<file path="config.mk">
export PLATFORM = sky130hd
export DESIGN_NAME = dcache_flat
export DESIGN_NICKNAME = d
export VERILOG_FILES = /design/src/rtl/dcache_if.sv /design/src/rtl/dcache.sv /design/src/flat_wrapper.sv
export SDC_FILE = /design/constraint.sdc
export NUM_CORES = 2
export LEC_CHECK = 0
export ABC_AREA = 0
export CAP_MARGIN = 40
export CORE_MARGIN = 4
export CORE_UTILIZATION = 30
export CTS_CLUSTER_DIAMETER = 60
export DETAILED_ROUTE_END_ITERATION = 10
export DONT_BUFFER_PORTS = 1
export RECOVER_POWER = 100
export SYNTH_ARGS = -nofsm -noshare
export SYNTH_HDL_FRONTEND = slang
export SYNTH_SLANG_ARGS = --single-unit
export TNS_END_PERCENT = 5
</file>
<file path="constraint.sdc">
create_clock -name clk -period 6.55 [get_ports clk]
set_input_delay 1.31 -clock clk [delete_from_list [all_inputs] [get_ports clk]]
set_output_delay 1.31 -clock clk [all_outputs]
set_load 0.005 [all_outputs]
</file>
<file path="src/rtl/dcache_if.sv">
// dcache_if: bundles the core-side load/store port and the line-wide
// physical memory port of the data cache.
//   master : environment view (core drives requests, memory drives fills)
//   slave  : cache view (responds to the core, initiates pmem transfers)
// Signals:
//   mem_address/mem_read/mem_write/mem_byte_enable/mem_wdata  core request
//   mem_rdata/mem_resp                                         core response
//   pmem_address/pmem_read/pmem_write/pmem_wdata               line request
//   pmem_rdata/pmem_resp                                       line response
interface dcache_if;
   logic [31:0]  mem_address;
   logic         mem_read;
   logic         mem_write;
   logic [3:0]   mem_byte_enable;
   logic [31:0]  mem_wdata;
   logic [31:0]  mem_rdata;
   logic         mem_resp;
   logic [31:0]  pmem_address;
   logic         pmem_read;
   logic         pmem_write;
   logic [255:0] pmem_rdata;
   logic [255:0] pmem_wdata;
   logic         pmem_resp;

   modport master (
      output mem_address, mem_read, mem_write, mem_byte_enable, mem_wdata,
      input  mem_rdata, mem_resp,
      input  pmem_address, pmem_read, pmem_write, pmem_wdata,
      output pmem_rdata, pmem_resp
   );

   modport slave (
      input  mem_address, mem_read, mem_write, mem_byte_enable, mem_wdata,
      output mem_rdata, mem_resp,
      output pmem_address, pmem_read, pmem_write, pmem_wdata,
      input  pmem_rdata, pmem_resp
   );
endinterface

</file>
<file path="src/rtl/dcache.sv">
// dcache: direct-mapped, write-back, write-allocate data cache with
// 256-bit lines. Hits respond in the request cycle; misses write back a
// dirty victim (if any), fill the line, then service the request as a hit.
// Ports:
//   clk  - clock, all state changes on the rising edge
//   rst  - synchronous active-high reset (clears valid/dirty, FSM to IDLE)
//   bus  - dcache_if.slave: core request/response and pmem line port
module dcache #(
   parameter int unsigned S_INDEX  = 3,
   parameter int unsigned S_OFFSET = 5
) (
   input logic     clk,
   input logic     rst,
   dcache_if.slave bus
);
   localparam int unsigned SETS  = 1 << S_INDEX;
   localparam int unsigned TAG_W = 32 - S_INDEX - S_OFFSET;

   typedef enum logic [1:0] {IDLE, WRITEBACK, FILL} state_t;

   state_t state, next_state;

   logic [SETS-1:0]  valid;
   logic [SETS-1:0]  dirty;
   logic [TAG_W-1:0] tag_arr  [SETS];
   logic [255:0]     data_arr [SETS];

   logic [TAG_W-1:0]   addr_tag;
   logic [S_INDEX-1:0] addr_idx;
   logic [2:0]         word_sel;
   logic [7:0]         word_base;
   logic               req;
   logic               hit;
   logic [31:0]        rd_word;
   logic [31:0]        merged_word;

   // Miss address is captured when the miss starts so the transfer in
   // flight stays consistent even if the core request changes.
   logic [TAG_W-1:0]   miss_tag;
   logic [S_INDEX-1:0] miss_idx;

   logic hit_write;
   logic miss_start;
   logic install;
   logic unused_addr;

   assign addr_tag    = bus.mem_address[31 -: TAG_W];
   assign addr_idx    = bus.mem_address[S_OFFSET +: S_INDEX];
   assign word_sel    = bus.mem_address[4:2];
   assign word_base   = {word_sel, 5'b00000};
   assign unused_addr = ^bus.mem_address[1:0];

   assign req = bus.mem_read | bus.mem_write;
   assign hit = valid[addr_idx] && (tag_arr[addr_idx] == addr_tag);

   assign rd_word        = data_arr[addr_idx][word_base +: 32];
   assign bus.mem_rdata  = rd_word;
   assign bus.pmem_wdata = data_arr[miss_idx];

   always_comb begin
      merged_word = rd_word;
      for (int unsigned b = 0; b < 4; b++) begin
         if (bus.mem_byte_enable[b]) begin
            merged_word[b*8 +: 8] = bus.mem_wdata[b*8 +: 8];
         end
      end
   end

   always_comb begin
      next_state       = state;
      bus.mem_resp     = 1'b0;
      bus.pmem_read    = 1'b0;
      bus.pmem_write   = 1'b0;
      bus.pmem_address = '0;
      hit_write        = 1'b0;
      miss_start       = 1'b0;
      install          = 1'b0;
      case (state)
         IDLE: begin
            if (req) begin
               if (hit) begin
                  bus.mem_resp = 1'b1;
                  // read+write together is handled as a write
                  hit_write    = bus.mem_write;
               end else begin
                  miss_start = 1'b1;
                  next_state = (valid[addr_idx] && dirty[addr_idx]) ? WRITEBACK : FILL;
               end
            end
         end
         WRITEBACK: begin
            bus.pmem_write   = 1'b1;
            bus.pmem_address = {tag_arr[miss_idx], miss_idx, {S_OFFSET{1'b0}}};
            if (bus.pmem_resp) begin
               next_state = FILL;
            end
         end
         FILL: begin
            bus.pmem_read    = 1'b1;
            bus.pmem_address = {miss_tag, miss_idx, {S_OFFSET{1'b0}}};
            if (bus.pmem_resp) begin
               install    = 1'b1;
               next_state = IDLE;
            end
         end
         default: next_state = IDLE;
      endcase
   end

   always_ff @(posedge clk) begin
      if (rst) begin
         state <= IDLE;
         valid <= '0;
         dirty <= '0;
      end else begin
         state <= next_state;
         if (miss_start) begin
            miss_tag <= addr_tag;
            miss_idx <= addr_idx;
         end
         if (hit_write) begin
            data_arr[addr_idx][word_base +: 32] <= merged_word;
            dirty[addr_idx]                     <= 1'b1;
         end
         if (install) begin
            data_arr[miss_idx] <= bus.pmem_rdata;
            tag_arr[miss_idx]  <= miss_tag;
            valid[miss_idx]    <= 1'b1;
            dirty[miss_idx]    <= 1'b0;
         end
      end
   end
endmodule

</file>
<file path="src/flat_wrapper.sv">
// flat-port wrapper written by rule: the top's interface ports become plain ports
module dcache_flat 
#(
   parameter int unsigned S_INDEX  = 3,
   parameter int unsigned S_OFFSET = 5
)
  (clk, rst, bus_mem_address, bus_mem_read, bus_mem_write, bus_mem_byte_enable, bus_mem_wdata, bus_mem_rdata, bus_mem_resp, bus_pmem_address, bus_pmem_read, bus_pmem_write, bus_pmem_wdata, bus_pmem_rdata, bus_pmem_resp);
  dcache_if bus_i ();
  input logic clk;
  input logic rst;
  input wire logic [$bits(bus_i.mem_address)-1:0] bus_mem_address;
  input wire logic [$bits(bus_i.mem_read)-1:0] bus_mem_read;
  input wire logic [$bits(bus_i.mem_write)-1:0] bus_mem_write;
  input wire logic [$bits(bus_i.mem_byte_enable)-1:0] bus_mem_byte_enable;
  input wire logic [$bits(bus_i.mem_wdata)-1:0] bus_mem_wdata;
  output wire logic [$bits(bus_i.mem_rdata)-1:0] bus_mem_rdata;
  output wire logic [$bits(bus_i.mem_resp)-1:0] bus_mem_resp;
  output wire logic [$bits(bus_i.pmem_address)-1:0] bus_pmem_address;
  output wire logic [$bits(bus_i.pmem_read)-1:0] bus_pmem_read;
  output wire logic [$bits(bus_i.pmem_write)-1:0] bus_pmem_write;
  output wire logic [$bits(bus_i.pmem_wdata)-1:0] bus_pmem_wdata;
  input wire logic [$bits(bus_i.pmem_rdata)-1:0] bus_pmem_rdata;
  input wire logic [$bits(bus_i.pmem_resp)-1:0] bus_pmem_resp;
  assign bus_i.mem_address = bus_mem_address;
  assign bus_i.mem_read = bus_mem_read;
  assign bus_i.mem_write = bus_mem_write;
  assign bus_i.mem_byte_enable = bus_mem_byte_enable;
  assign bus_i.mem_wdata = bus_mem_wdata;
  assign bus_mem_rdata = bus_i.mem_rdata;
  assign bus_mem_resp = bus_i.mem_resp;
  assign bus_pmem_address = bus_i.pmem_address;
  assign bus_pmem_read = bus_i.pmem_read;
  assign bus_pmem_write = bus_i.pmem_write;
  assign bus_pmem_wdata = bus_i.pmem_wdata;
  assign bus_i.pmem_rdata = bus_pmem_rdata;
  assign bus_i.pmem_resp = bus_pmem_resp;
  dcache #(.S_INDEX(S_INDEX), .S_OFFSET(S_OFFSET)) u_core (.clk(clk), .rst(rst), .bus(bus_i));
endmodule
</file>
## After elaboration in Yosys (flattened, before gate mapping)

Memories as Yosys holds them, arrays and structs flattened. A register that Yosys moved wholly into a read port is not among the register bits.
Cells that the tools add are included.

- Magnitude comparators: 4
- $add $sub $neg: 1
- Shift-type cells: 3
- Eq/ne operators: 7
- Mux-type cells: 46
- Bitwise gates (word level): 6
- Reductions and logical operators: 8

Operators by type and width:

| operator | count |
|---|---|
| 2-to-1 mux 256 bit | 3 |
| OR reduction 256 bit | 1 |
| variable shift 32 x 10 -> 256 bit, first input constant | 1 |
| variable part select 256 x 9 -> 32 bit | 1 |
| variable part select 32 x 10 -> 256 bit | 1 |
| one-hot mux 32 bit (2 select lines) | 1 |
| 2-to-1 mux 8 bit | 7 |
| == test 24 bit | 1 |
| 2-to-1 mux 1 bit | 22 |
| OR 8 bit | 2 |
| 2-to-1 mux 2 bit | 5 |
| negator 8 -> 10 bit | 1 |
| 2-to-1 mux 3 bit | 3 |
| AND 8 bit | 1 |
| < comparator 3 x 4 -> 1 bit, second input constant | 2 |
| inverter 8 bit | 1 |
| binary-select mux 1 bit (select 3 bit) | 2 |
| demux 1 bit (select 3 bit) | 2 |
| >= comparator 3 x 1 -> 1 bit, second input constant | 2 |
| inequality test 2 bit, second input constant | 3 |
| one-hot mux 2 bit (3 select lines) | 1 |
| logical AND 1 bit | 4 |
| AND reduction 4 bit | 1 |
| == test 2 x 1 -> 1 bit, second input constant | 1 |
| other kinds (6) | 6 |

- Register bits: 45
- Output and inout port bits: 323
- Memory bits (writable): 2240
- Logic and storage cells: 82
- Memories kept: 2

Memory list:

| memory | depth | width | read ports | clocked after Yosys merged registers in | write ports | line | text |
|---|---|---|---|---|---|---|---|
| u_core.data_arr | 8 | 256 | 2 | 1 | 1 | dcache.sv:26 | `logic [255:0] data_arr [SETS];` |
| u_core.tag_arr | 8 | 24 | 2 | 1 | 1 | dcache.sv:25 | `logic [TAG_W-1:0] tag_arr [SETS];` |

## Longest topological paths before layout

- Word-level depth: 10
- Depth in mapped cells: 15

## Least setup slack after synthesis

Ideal clock, no wire load.

- Kind: in2reg
- From: in rst
- To: mem u_core.data_arr[1][0], enable pin
- Path slack: -169 ps
- Buffers on the path: 1
- Arrival time: 6287 ps
- Stages: 4
- Cells stage by stage: clkbuf_1 -> nor4_1 -> a21oi_1 -> a21oi_1

- Word-level cells in the longest chain between the ends: 4

Ends and longest elaborated chain:

| element | line | text |
|---|---|---|
| start: declaration | flat_wrapper.sv:10 | `input logic rst;` |
| 2-to-1 mux 1 bit | dcache.sv:111 | `if (rst) begin` |
| 2-to-1 mux 1 bit (not written as such) | dcache.sv:126 | `data_arr[miss_idx] <= bus.pmem_rdata;` |
| OR reduction 256 bit (no source line) | - |  |
| 2-to-1 mux 3 bit (no source line) / 2-to-1 mux 256 bit (equally long branches) | - |  |
| end: declaration | dcache.sv:26 |  |

Parallel ways exist; a longest one is shown, timed or not.

## Final worst setup path

- From: in bus_mem_address[7]
- To: mem u_core.data_arr[7][71], data pin

- Word-level cells in the longest chain between the ends: 5

Ends and longest elaborated chain:

| element | line | text |
|---|---|---|
| start: declaration | flat_wrapper.sv:11 | `input wire logic [$bits(bus_i.mem_address)-1:0] bus_mem_address;` |
| memory (8 x 256 bit) (*) | - |  |
| variable part select 256 x 9 -> 32 bit (*) | dcache.sv:56 | `assign rd_word = data_arr[addr_idx][word_base +: 32];` |
| 2-to-1 mux 8 bit | dcache.sv:63 | `if (bus.mem_byte_enable[b]) begin` |
| variable part select 32 x 10 -> 256 bit (*) | dcache.sv:122 | `data_arr[addr_idx][word_base +: 32] <= merged_word;` |
| 2-to-1 mux 256 bit (no source line) (*) | - |  |

Every way passes the cells marked *; elsewhere a longest branch is shown, timed or not.

==> reports/summary.json <==
{
  "coreArea_mm2": 0.356,
  "die_h_um": 606,
  "worst_ep_required_time_ps": 7180,
  "postLayoutSetupSlackWorst_ps": -896,
  "reg_to_reg_slack_setup_ps": 90,
  "rr_startpoint": "u_core.state[0]",
  "drt_iter0_drc": 12200,
  "crit_path_top_delay_cell": "sky130_fd_sc_hd__mux2i_1",
  "clock_tree.root_cell": "sky130_fd_sc_hd__clkbuf_16",
  "yosysWarningCount": 0,
  "hold_class": "input pin to register",
  "synth.yosys.seq_area_share_pct": 63.8,
  "postSynth.asyncResetShare_pct": 0,
  "grt_start_max_net_pins": 382,
  "layout_overhead_on_the_synthesized_area_pct": 15.9,
  "outcome": "finished, violations left",
  "critPathMostFrequentCell": "sky130_fd_sc_hd__clkbuf_1",
  "setup.worst_path.start_class": "input pin",
  "post-cts-setup-buffers": 0,
  "port_buffers": 0,
  "fin_total_pwr_mw": 36.0,
  "postCtsHoldBufs": 0,
  "synth_enable_flop_cells": 2267,
  "r2r-end": "u_core.data_arr[5][22]",
  "layout_worst_path_cycle_share_pct": 114,
  "cellPowerDensity_mw_per_mm2": 289,
  "start_util_pct": 30.1,
  "worst_slew_margin_rel_pct": -57.2,
  "via_count": 74500,
  "finalWorstPathRequiredPeriod_ps": 7450,
  "cts_h_tree_depth": 5,
  "drt_first_pass_iters": 6,
  "slew_violations": 512,
  "drtAntennaViolNets": 0,
  "clock_insertion_delay_worst_skew_ps": 960,
  "drt-wirelength-per-cell_um": 42.1,
  "fmax_mhz": 134,
  "worst-path-max-fanout": 381,
  "grt_pass1_vias": 70300,
  "report.final.hold_viol_count": 0,
  "place_worst_setup_slack_ps": 403,
  "finalWirelength_um": 497000,
  "worstSetupEndpoint": "u_core.data_arr[7][71]",
  "grt_util_met3_pct": 10.0,
  "drive_above_1_share_pct": 24.2,
  "cell_chain_of_the_critical_path": "and3b_4 > buf_12 > clkbuf_2 > a22oi_1 > a41oi_1 > nor3_1 > clkbuf_1 > a21boi_1 > clkbuf_1 > mux2i_1 > clkbuf_1 > o21ai_0 > buf_2",
  "cts.sink_count": 2288,
  "cp-startpoint": "bus_mem_address[7]",
  "syn_avg_cell_area_um2": 16.5,
  "ctsResizeCount": 0,
  "critPathArrivalTime_ps": 8070,
  "static-leakage-power_nw": 39.0,
  "routability_congestion": 0.927,
  "cts_made_buffers": 270,
  "worst-r2r-cell-count": 10,
  "holdWs_ps": 458,
  "setup_violations": 2543,
  "post-dp-hpwl_um": 328000,
  "ys_seq_elements": 2288,
  "drcViolationCount": 0,
  "tritoncts": "done",
  "fillerInstances": 33400,
  "ios": 652,
  "finClkSkew_ps": 97.3,
  "gr-usage-met1_pct": 30.2,
  "violations_in_the_final_reports": "max-capacitance violations, max-slew violations, negative setup slack",
  "vias_per_cell": 6.30,
  "grtUsageMet2_pct": 38.0,
  "deepest_clock_path_buffer_count": 4,
  "cpPeakStageDelay_ps": 1100,
  "dp.cells": 11200,
  "synthesized_instance_count": 6505,
  "wire_length_of_the_first_global_routing_pass_um": 650000,
  "final_cells": 11800,
  "yosysUniqueCellTypes": 79,
  "path_class": "input pin to register",
  "ys_dominant_reg_cell": "sky130_fd_sc_hd__edfxtp_1",
  "floorplan.die.width_um": 606,
  "groute.usage.overall_pct": 26.0,
  "max_cap_violations": 20,
  "max_slew.worst_pin.slew_ps": 2360,
  "layout_net_count": 7081,
  "grt_total_ovfl": 0,
  "cell_area_after_technology_mapping_mm2": 0.107,
  "grt_busiest_layer": "met2",
  "peakVddDrop_mv": 0.183,
  "timing.critical_path.to_type": "register",
  "rsz_0062_raised_after_global_routing": "no",
  "dieArea_mm2": 0.367,
  "number_of_antenna_violations_at_the_first_check_in_global_routing": 141,
  "floorplan.rows": 219,
  "clkSlewWorstSetupHoldPaths_ps": 60
}
cell families after synthesis:
kind of cell | after synthesis | share of synthesized area (%)
muxes | 1325 | 20.3
AOI/OAI and AO/OA | 1563 | 10.3
and+or+nand+nor | 718 | 3.04
buffers and inverters | 596 | 2.43
adders and majority gates | 8 | 0.0933
other | 1 | 0.00349
xor gates and xnor gates | 6 | 0.0490
DFF | 2288 | 63.8
per-layer routing:
| metal | share of wire [%] | up-vias |
|---|---|---|
| li1 | - | 28000 |
| met1 | 33 | 38500 |
| met2 | 43 | 6570 |
| met3 | 14 | 1341 |
| met4 | 9.8 | 62 |
| met5 | 0.083 | - |
per-stage QoR:
step                TNS [ps]  util [%]  area [um2]
finish               -616840      34.9      124000
global route               0      34.9      124000
CTS                        0      35.5      126000
detailed placement         0      33.1      118000
global placement           0      33.0      117000
floorplan             -42730         -      107000
worst max-delay path: cells and delay by family:
| kind | cells | cell delay [ps] |
|---|---|---|
| buffers and inverters | 6 | 2460 |
| AND/OR/NAND/NOR | 2 | 1320 |
| multiplexers | 1 | 1100 |
| AO/OA/AOI/OAI | 4 | 930 |
cells in the mapped netlist (all sizes together), types with 20 or more instances:
cell / n / area share [%]
a222oi: 28 / 0.26
o22ai: 35 / 0.20
a21oi: 234 / 1.1
o221ai: 32 / 0.26
o2bb2ai: 25 / 0.20
mux4: 633 / 13
nor2: 142 / 0.50
inv: 29 / 0.10
nand3: 33 / 0.15
o21ai: 318 / 1.5
dfxtp: 21 / 0.39
a31oi: 26 / 0.15
clkbuf: 316 / 1.1
mux2: 444 / 4.7
o211ai: 49 / 0.34
a211oi: 20 / 0.14
nand4: 45 / 0.28
mux2i: 248 / 2.3
nor2b: 33 / 0.19
nor3: 29 / 0.15
buf: 249 / 1.2
a221o: 45 / 0.42
edfxtp: 2267 / 63
a221oi: 162 / 1.3
a22oi: 344 / 2.4
nand2: 357 / 1.2
a22o: 112 / 0.91
state kept, by name, indices dropped and copies added (netlist names), named ones only:
name / cells
u_core.data_arr: 2048
u_core.tag_arr: 192
u_core.miss_tag: 24
u_core.dirty: 8
u_core.valid: 8
u_core.miss_idx: 3
u_core.state: 2
where the power goes:
group	switching, mW	leakage [nW]	internal, mW	total [mW]
logic	3.19	13.5	1.50	4.68
registers	0.0877	21.3	16.3	16.3
clock network	6.32	4.19	8.64	15.0
cell usage in the layout, fill, tap and decap left out, types with 170 or more instances in the layout:
cell,synthesis,routed
sky130_fd_sc_hd__a22oi_1,344,344
sky130_fd_sc_hd__o21ai_0,317,314
sky130_fd_sc_hd__a21oi_1,234,194
sky130_fd_sc_hd__clkbuf_1,316,227
sky130_fd_sc_hd__mux2_1,0,230
sky130_fd_sc_hd__mux2i_1,247,240
sky130_fd_sc_hd__mux2_2,444,214
sky130_fd_sc_hd__edfxtp_1,2267,2267
sky130_fd_sc_hd__nand2_1,357,355
sky130_fd_sc_hd__clkbuf_16,0,275
sky130_fd_sc_hd__buf_4,59,170
sky130_fd_sc_hd__mux4_2,633,633
layout make-up:
cell class | count | area (um2) | share of cell area, %
Sequential cell | 2288 | 68500 | 55.1
Antenna cell | 120 | 300 | 0.242
Clock buffer | 324 | 7080 | 5.69
Clock inverter | 152 | 1570 | 1.26
Inverter | 31 | 124 | 0.0996
Tap cell | 4751 | 5940 | 4.78
Multi-Input combinational cell | 3625 | 36900 | 29.7
Timing Repair Buffer | 528 | 3920 | 3.16
how the worst min path moves through the flow:
stage	start	endpoint	slack [ps]	cells past startpoint
after floorplan	u_core.dirty[2]	u_core.dirty[2]	420	2
after global placement	u_core.valid[5]	u_core.valid[5]	430	1
after detailed placement	u_core.valid[5]	u_core.valid[5]	440	1
after CTS	bus_mem_address[28]	u_core.miss_tag[20]	430	0
after global routing	bus_mem_address[28]	u_core.miss_tag[20]	440	0
final	bus_mem_address[28]	u_core.miss_tag[20]	460	0
No activity file was read; power rests on OpenSTA's default activity.
